--- src/rtl/clock_disp_pkg.sv ---
// clock_disp_pkg: segment patterns, slot indices and edit-select encodings
// shared by the clock display scanner.
package clock_disp_pkg;
    localparam logic [6:0] SEG_DIGIT [0:9] = '{
        7'h3F, 7'h06, 7'h5B, 7'h4F, 7'h66, 7'h6D, 7'h7D, 7'h07, 7'h7F, 7'h6F
    };
    localparam logic [6:0] SEG_DASH = 7'h40;
    localparam logic [1:0] SLOT_MIN_ONES = 2'd0;
    localparam logic [1:0] SLOT_MIN_TENS = 2'd1;
    localparam logic [1:0] SLOT_HR_ONES  = 2'd2;
    localparam logic [1:0] SLOT_HR_TENS  = 2'd3;
    typedef enum logic [1:0] {
        EDIT_NONE  = 2'b00,
        EDIT_HOURS = 2'b01,
        EDIT_MINS  = 2'b10,
        EDIT_ALL   = 2'b11
    } edit_sel_e;
endpackage

--- src/rtl/clock_display_scan_if.sv ---
// clock_display_scan_if: time/edit inputs and 7-segment pin outputs of the scanner.
interface clock_display_scan_if;
    logic [7:0] hour;
    logic [7:0] minute;
    logic [1:0] edit_sel;
    logic [6:0] seg;
    logic       dp;
    logic [3:0] an;
    modport master (output hour, minute, edit_sel, input seg, dp, an);
    modport slave  (input hour, minute, edit_sel, output seg, dp, an);
endinterface

--- src/rtl/bcd_to_seg7.sv ---
// bcd_to_seg7: BCD nibble to logical {g,f,e,d,c,b,a} pattern, dash for 10..15.
module bcd_to_seg7
    import clock_disp_pkg::*;
(
    input  logic [3:0] i_bcd,
    output logic [6:0] o_seg
);
    always_comb o_seg = (i_bcd > 4'd9) ? SEG_DASH : SEG_DIGIT[i_bcd];
endmodule

--- src/rtl/clock_display_scan.sv ---
// clock_display_scan: scans a 4-digit multiplexed 7-segment clock display with
// per-frame snapshot, blinking colon, edit flashing and leading-zero blanking.
module clock_display_scan
    import clock_disp_pkg::*;
#(
    parameter int SCAN_DIV    = 1000,
    parameter int BLINK_TICKS = 256,
    parameter bit ACTIVE_LOW  = 1'b1,
    parameter bit LZ_BLANK    = 1'b1
) (
    input  logic                 clk,
    input  logic                 reset,
    clock_display_scan_if.slave  bus
);
    localparam int PW = $clog2(SCAN_DIV);
    localparam int BW = $clog2(BLINK_TICKS) + 1;
    localparam logic [PW-1:0] P_LAST = PW'(SCAN_DIV - 1);
    localparam logic [BW-1:0] B_LAST = BW'(BLINK_TICKS - 1);

    logic [PW-1:0] r_pre;
    logic [1:0]    r_idx;
    logic          r_started;
    logic [BW-1:0] r_blink;
    logic          r_phase;
    logic [7:0]    r_hour;
    logic [7:0]    r_minute;
    logic [6:0]    r_seg;
    logic          r_dp;
    logic [3:0]    r_an;

    logic       w_tick;
    logic [1:0] w_idx;
    logic [7:0] w_hour;
    logic [7:0] w_minute;
    logic [3:0] w_digit;
    logic [6:0] w_seg;
    logic       w_blank;
    logic [3:0] w_an;

    // Slot 0 reads the live inputs: that is the edge the frame snapshot is taken.
    always_comb begin
        w_tick   = r_pre == P_LAST;
        w_idx    = r_started ? r_idx + 2'd1 : SLOT_MIN_ONES;
        w_hour   = (w_idx == SLOT_MIN_ONES) ? bus.hour   : r_hour;
        w_minute = (w_idx == SLOT_MIN_ONES) ? bus.minute : r_minute;
        w_digit  = (w_idx == SLOT_MIN_ONES) ? w_minute[3:0] :
                   (w_idx == SLOT_MIN_TENS) ? w_minute[7:4] :
                   (w_idx == SLOT_HR_ONES)  ? w_hour[3:0]   : w_hour[7:4];
        w_blank  = (LZ_BLANK && w_idx == SLOT_HR_TENS && w_hour[7:4] == 4'd0) ||
                   (r_phase && bus.edit_sel[0] && w_idx[1]) ||
                   (r_phase && bus.edit_sel[1] && !w_idx[1]);
        w_an     = w_blank ? 4'd0 : 4'b0001 << w_idx;
    end

    bcd_to_seg7 u_dec (.i_bcd(w_digit), .o_seg(w_seg));

    always_ff @(posedge clk) begin
        if (reset) begin
            r_pre     <= '0;
            r_idx     <= SLOT_MIN_ONES;
            r_started <= 1'b0;
            r_blink   <= '0;
            r_phase   <= 1'b0;
            r_hour    <= '0;
            r_minute  <= '0;
            r_seg     <= {7{ACTIVE_LOW}};
            r_dp      <= ACTIVE_LOW;
            r_an      <= {4{ACTIVE_LOW}};
        end else begin
            r_pre <= w_tick ? '0 : r_pre + 1'b1;
            if (w_tick) begin
                r_started <= 1'b1;
                r_idx     <= w_idx;
                r_blink   <= (r_blink == B_LAST) ? '0 : r_blink + 1'b1;
                if (r_blink == B_LAST) r_phase <= !r_phase;
                if (w_idx == SLOT_MIN_ONES) begin
                    r_hour   <= bus.hour;
                    r_minute <= bus.minute;
                end
                r_an  <= w_an ^ {4{ACTIVE_LOW}};
                r_seg <= (w_blank ? 7'd0 : w_seg) ^ {7{ACTIVE_LOW}};
                r_dp  <= (w_idx == SLOT_HR_ONES && !r_phase && !w_blank) ^ ACTIVE_LOW;
            end
        end
    end

    assign bus.seg = r_seg;
    assign bus.dp  = r_dp;
    assign bus.an  = r_an;
endmodule

--- src/flat_wrapper.sv ---
// flat-port wrapper written by rule: the top's interface ports become plain ports
module clock_display_scan_flat import clock_disp_pkg::*;
#(
    parameter int SCAN_DIV    = 1000,
    parameter int BLINK_TICKS = 256,
    parameter bit ACTIVE_LOW  = 1'b1,
    parameter bit LZ_BLANK    = 1'b1
)
  (clk, reset, bus_hour, bus_minute, bus_edit_sel, bus_seg, bus_dp, bus_an);
  clock_display_scan_if bus_i ();
  input  logic clk;
  input  logic reset;
  input wire logic [$bits(bus_i.hour)-1:0] bus_hour;
  input wire logic [$bits(bus_i.minute)-1:0] bus_minute;
  input wire logic [$bits(bus_i.edit_sel)-1:0] bus_edit_sel;
  output wire logic [$bits(bus_i.seg)-1:0] bus_seg;
  output wire logic [$bits(bus_i.dp)-1:0] bus_dp;
  output wire logic [$bits(bus_i.an)-1:0] bus_an;
  assign bus_i.hour = bus_hour;
  assign bus_i.minute = bus_minute;
  assign bus_i.edit_sel = bus_edit_sel;
  assign bus_seg = bus_i.seg;
  assign bus_dp = bus_i.dp;
  assign bus_an = bus_i.an;
  clock_display_scan #(.SCAN_DIV(SCAN_DIV), .BLINK_TICKS(BLINK_TICKS), .ACTIVE_LOW(ACTIVE_LOW), .LZ_BLANK(LZ_BLANK)) u_core (.clk(clk), .reset(reset), .bus(bus_i));
endmodule
--- config.mk ---
export PLATFORM = sky130hd
export DESIGN_NAME = clock_display_scan_flat
export DESIGN_NICKNAME = d
export VERILOG_FILES = /design/src/rtl/clock_disp_pkg.sv /design/src/rtl/clock_display_scan_if.sv /design/src/rtl/bcd_to_seg7.sv /design/src/rtl/clock_display_scan.sv /design/src/flat_wrapper.sv
export SDC_FILE = /design/constraint.sdc
export NUM_CORES = 1
export LEC_CHECK = 0
export BUFFER_PORTS_ARGS = -buffer_cell sky130_fd_sc_hd__buf_2
export CORE_ASPECT_RATIO = 1.5
export CORE_MARGIN = 1
export CORE_UTILIZATION = 40
export CTS_CLUSTER_DIAMETER = 50
export DETAILED_ROUTE_END_ITERATION = 7
export PLACE_DENSITY = 0.68
export SETUP_SLACK_MARGIN = 0.02
export SLEW_MARGIN = 15
export SYNTH_ARGS = -nofsm -noshare
export SYNTH_HDL_FRONTEND = slang
export SYNTH_HIERARCHICAL = 1
export SYNTH_SLANG_ARGS = --single-unit
export TNS_END_PERCENT = 10
--- constraint.sdc ---
create_clock -name clk -period 1.9 [get_ports clk]
set_input_delay 0.19 -clock clk [delete_from_list [all_inputs] [get_ports clk]]
set_output_delay 0.19 -clock clk [all_outputs]
set_load 0.005 [all_outputs]
Word level (Yosys, flattened, before mapping)
Memories as Yosys holds them, arrays and structs flattened.
Cells that the tools add are included.
W data, S select, Z words.

cells by class
  bitwise logic cells = 4
  $lt $le $gt $ge = 2
  mux-type cells = 12
  reductions and logical operators = 16
  shift operators = 1
  equality and inequality tests = 5
  $add $sub $neg = 3

operators with widths
  kind                     count
  $mux W7                  4
  $mux W4                  4
  $mux W8                  2
  $add A10 B1 Y10 const B  1
  $eq A10 B10 Y1 const B   1
  $add A9 B1 Y9 const B    1
  $eq A9 B8 Y1 const B     1
  $mux W9                  1
  $logic_and A1 B1 Y1      7
  $not A7 Y7               1
  $ge A5 B5 Y1 const B     1
  $not A4 Y5               1
  $eq A2 B2 Y1 const B     2
  $gt A4 B4 Y1 const B     1
  $logic_not A4 Y1         1
  $not A4 Y4               1
  $shl A1 B2 Y4 const A    1
  $logic_not A1 Y1         3
  $add A2 B1 Y2 const B    1
  $eq A2 B1 Y1 const B     1
  $logic_not A2 Y1         1
  $logic_or A1 B1 Y1       2
  $mux W2                  1
  $reduce_and A2 Y1        1
  2 further kinds          2

word-level totals
  bits in registers = 51
  word-level logic and storage cells = 54
  memories = 1
  bits in read-only memories = 112
  output and inout bits = 12

memory list
  name              words  width  rd ports  clocked after memory_dff  wr ports  RTL line          text
  (name not given)  16     7      1         0                         0         bcd_to_seg7.sv:8  always_comb o_seg = (i_bcd > 4'd9) ? SEG_DASH : SEG_DIGIT[i_bcd];

Logic depth before layout (Yosys ltp)
  depth after elaboration = 14
  depth in mapped cells = 11
  gate-level depth less buffers = 10

Modules after synthesis
The synthesis kept the hierarchy.

modules (own cells, without submodules)
  module              times used  cells an instance  area an instance (µm²)
  clock_display_scan  1           239                2130.8
  bcd_to_seg7         1           26                 182.7

Least setup slack after synthesis
Ideal clock, no wire load.

  path type = reg-to-reg
  start = register u_core.r_idx[1]
  end = register u_core.r_seg[0] (netlist: u_core/bus.seg[0])
  setup slack = -0.107 ns
  library setup time = 0.129 ns
  cell stages (with the launch flop) = 11
  data required time = 1.771 ns
  period minus slack after synthesis = 2.007 ns
  arrival = 1.878 ns
  cells stage by stage = dfxtp_1 buf_2 mux2_2 o22ai_1 a21oi_1 inv_1 ha_1 o21bai_4 and2_4 a211oi_1 a31oi_1

on the way
  cells in the longest elaborated chain, start to end = 14
  elaborated cells between the ends (all ways) = 26

ends and longest elaborated chain
  item                                         RTL line                                                                      text
  start, declared                              clock_display_scan.sv:21                                                      logic [1:0] r_idx;
  start signal, assigned                       clock_display_scan.sv:73                                                      r_idx <= w_idx;
  $add A2 B1 Y2 *                              clock_display_scan.sv:43                                                      w_idx = r_started ? r_idx + 2'd1 : SLOT_MIN_ONES;
  $mux W2 *                                    clock_display_scan.sv:43
  $logic_not A2 Y1                             clock_display_scan.sv:44, clock_display_scan.sv:45, clock_display_scan.sv:46
  $mux W8                                      clock_display_scan.sv:44                                                      w_hour = (w_idx == SLOT_MIN_ONES) ? bus.hour : r_hour;
  $mux W4                                      clock_display_scan.sv:48                                                      (w_idx == SLOT_HR_ONES) ? w_hour[3:0] : w_hour[7:4];
  $mux W4                                      clock_display_scan.sv:47                                                      (w_idx == SLOT_MIN_TENS) ? w_minute[7:4] :
  $mux W4 *                                    clock_display_scan.sv:46                                                      w_digit = (w_idx == SLOT_MIN_ONES) ? w_minute[3:0] :
  via u_core.w_digit[0]                        clock_display_scan.sv:35                                                      logic [3:0] w_digit;
  $not A4 Y5 (not written as such)             bcd_to_seg7.sv:8
  $mem_v2 Z16 W7                               --
  $mux W7 (not written as such) (2 in series)  bcd_to_seg7.sv:8
  $mux W7 *                                    bcd_to_seg7.sv:8
  via u_core.w_seg[0]                          clock_display_scan.sv:36                                                      logic [6:0] w_seg;
  $mux W7 *                                    clock_display_scan.sv:81                                                      r_seg <= (w_blank ? 7'd0 : w_seg) ^ {7{ACTIVE_LOW}};
  $not A7 Y7 (no source line) *                --
  end signal, assigned                         clock_display_scan.sv:66                                                      r_seg <= {7{ACTIVE_LOW}};
  end signal, assigned                         clock_display_scan.sv:81
  end, declared                                clock_display_scan.sv:27                                                      logic [6:0] r_seg;

The timed path passes the listed nets; every way through them passes the cells marked *. The select of a mux whose other input is x is not followed.
A chain may end at the register's enable or synchronous reset.

Worst setup path in the final report
Same ends and word-level chain as after synthesis.

==> run summary <==
Status -> finished, final reports clean
Leak -> 1.27 nW
R2R Setup Slk -> 0.06 ns
Pint -> 1.49 mW
Fin nets -> 349
Commonest non-fill, non-tap cell in the layout -> dfxtp_1
Worst stage delay on the critical path -> 0.39 ns
Initial Util -> 0.418
Mapped Cells -> 265
Slew HR -> 0.782
First-pass GRT wire length -> 8710 um
Detail Route Antenna Nets -> 0
PortBufs -> 31
Critical path buffer and inverter count -> 1
Grt total ovfl -> 0
Final cycle utilization of the critical path -> 0.967
CTS Buffer Depth -> 2
Sequential cell area fraction in the yosys report -> 0.407
Worst hold slack -> 0.114 ns
Setup violators final -> 0
Ant diodes -> 0
Starting DRT DRC Count -> 100
Post-synthesis cell area -> 2310 um^2
GRT Util Overall -> 0.186
CP endpoint kind -> flip-flop
Synth top area share -> 0.407
Fraction of layout instances using a drive strength above 1 -> 0.347
Post-Route Utilization -> 0.544
Combinational Power Share -> 0.082
RSZ-0062 raised after global routing -> yes
Most frequent cells in the layout -> dfxtp_1, buf_4, nor2_1
Clock skew -> 0.0109 ns
Leading area contributor after synthesis -> dfxtp_1
Avg WL per Cell -> 13.5 um
Clk root buf -> clkbuf_8
Post-synth EDFFs -> 0
Num CTS Buffers -> 5
CP arrival -> 2.03 ns
Number of global-route vias before repair -> 2014
Main synth FF type -> dfxtp_1
GPL Wtd Cong -> 0.891
Area of the core -> 5530 um^2
Max_cap viols -> 0
Area grow syn2layout -> 30.0%
Die area -> 6100 um^2
Rows -> 33
CP max FO -> 6
CP Cell Sequence -> mux2_2 > o22ai_4 > a21oi_4 > inv_2 > ha_4 > o21bai_4 > and2_4 > a211oi_2 > a31oi_1
Slowest cell on crit path -> dfxtp_4
Clk slew on worst S/H paths -> 0.09 ns
Clk sinks -> 47
Syn_nets -> 292
Worst-Skew Late Latency -> 0.30 ns
Synth area leaders -> dfxtp_1, nor2_1, mux2i_1
Total number of vias -> 2049
Synthesized area per cell -> 8.73 um^2
Slew @ Worst Pin -> 0.327 ns
Seq pwr share -> 0.520
Min cycle time layout -> 1.84 ns
Die Ht -> 95.1 um
Pre-antenna DRT Iters -> 4
Max H-tree Level -> 2
Final Power -> 1.91 mW
WL final -> 5320 um
Worst EP required -> 2.09 ns
Hold path cells -> 3
Post-synth ARST share -> 0
Io pins -> 32
CP top delay family -> compound AO/OA/AOI/OAI gates
Post-synthesis cell type count -> 49
Final setup TNS -> 0 ns
Worst hold path class -> input port to flip-flop
Register-to-Register Path Depth -> 9
Pins Over Slew Limit -> 0
Max rail drop VDD -> 0.384 mV
Die width -> 64.1 um
PD cells -> 634 nW/um^2
Sw Pwr -> 0.416 mW
Yosys warns -> 6
Number of cells on the critical path -> 9
Hold Violations, Final -> 0
Vias per cell -> 5.21
Yosys reg bits -> 47
Critical path class -> flip-flop to flip-flop
Initial antenna violation count -> 0
Sw frac -> 0.218
Drt drc -> 0
Fmax -> 544 MHz
Largest net degree at the start of global routing -> 32
CTS tree -> yes
Clock share of power -> 0.398
Hold Buf Count CTS -> 0
Startpoint Class -> flip-flop
DP HPWL -> 3920 um
[path summary, 6_finish.rpt]
kind                     start                end
max            u_core/r_idx[1]  u_core/bus.seg[0]
min                bus_hour[2]   u_core/r_hour[2]
max reg2reg    u_core/r_idx[1]  u_core/bus.seg[0]
min reg2reg  u_core/r_blink[8]  u_core/r_blink[8]
[per-stage QoR]
step / setup WS, ns / instance area, um^2 / std cells
after global placement: 0.0494 / 2800 / 383
after CTS: 0.0317 / 2920 / 391
after global routing: -0.0205 / 3010 / 393
final: 0.0631 / 3010 / 393
after floorplan: 0.0283 / 2370 / 265
after detailed placement: -0.0307 / 2800 / 383
[cells in the mapped netlist (2+ instances only)]
| master | number |
|---|---|
| nor2_1 | 34 |
| a311oi_1 | 2 |
| and4_1 | 2 |
| o21ai_0 | 4 |
| a31oi_1 | 9 |
| or3_1 | 2 |
| dfxtp_1 | 47 |
| nand2_1 | 13 |
| o22ai_1 | 8 |
| and3_1 | 3 |
| xnor2_1 | 3 |
| buf_2 | 9 |
| ha_1 | 7 |
| nand2b_1 | 2 |
| a211oi_1 | 2 |
| a21boi_0 | 2 |
| clkbuf_1 | 6 |
| nor3b_1 | 2 |
| a41oi_1 | 3 |
| nor3_1 | 15 |
| mux2i_1 | 12 |
| mux2_2 | 4 |
| buf_4 | 3 |
| xor2_1 | 8 |
| nand4_1 | 3 |
| a21oi_1 | 13 |
| nor2b_1 | 4 |
| inv_1 | 11 |
| and3_2 | 2 |
| nand4b_1 | 2 |
| nand3_1 | 10 |
[cell families (layout without fill, tap and decap cells)]
kind of cell / after synthesis / after routing / synth area share
compound gates: 51 / 51 / 0.149
xor+xnor: 11 / 11 / 0.0416
fa+ha+maj: 7 / 7 / 0.0379
buf+inv: 29 / 87 / 0.0568
flops: 47 / 47 / 0.407
mux: 16 / 16 / 0.0714
simple gates: 104 / 104 / 0.237
[worst reg2reg max path: stages, from the launching register on]
cell and delay (ns):
dfxtp_4 0.39, mux2_2 0.36, o22ai_4 0.12, a21oi_4 0.07, inv_2 0.10, ha_4 0.16, o21bai_4 0.07, and2_4 0.18
a211oi_2 0.19, a31oi_1 0.10
[routing by layer]
| layer | wire (um) | GRT usage | part of all wire | up-vias |
|---|---|---|---|---|
| li1 | - | - | - | 1049 |
| met3 | 172 | 0.0359 | 0.032 | 8 |
| met1 | 2200 | 0.199 | 0.41 | 952 |
| met5 | 0 | 0 | 0 | - |
| met4 | 124 | 0.0907 | 0.023 | 0 |
| met2 | 2830 | 0.348 | 0.53 | 40 |
[state kept, by name, indices dropped and copies added, names as in the netlist]
signal and cells:
u_core/r_pre 10, u_core/r_phase 1, u_core/bus.an 4, u_core/r_minute 4, u_core/r_hour 8, u_core/r_blink 9
u_core/bus.dp 1, u_core/r_idx 2, u_core/bus.seg 7, u_core/r_started 1
[layout make-up]
cell class / instances / area, um^2
Clock inverter: 2 / 35.0
Sequential cell: 47 / 947
Clock buffer: 6 / 82.6
Timing Repair Buffer: 68 / 458
Fill cell: 526 / 2520
Multi-Input combinational cell: 189 / 1360
Tap cell: 70 / 87.6
Inverter: 11 / 41.3
[repair_timing]
action | 4_1_cts | 5_1_grt
resized for setup | 1 | 20
cloned | 0 | 0
setup buffers | 0 | 2
pin swaps | 1 | 5
endpoints found under the setup margin | 6 | 14
[power groups by stage]
stage / Clock (mW) / Combinational [mW] / Sequential (mW)
2_1_floorplan: 0 / 0.0758 / 1.02
3_3_place_gp: 0 / 0.142 / 1.02
3_5_place_dp: 0 / 0.144 / 1.02
4_1_cts: 0.780 / 0.144 / 0.992
5_1_grt: 0.827 / 0.173 / 0.992
6_report: 0.759 / 0.157 / 0.991
Power figures use the tool's default switching activity.
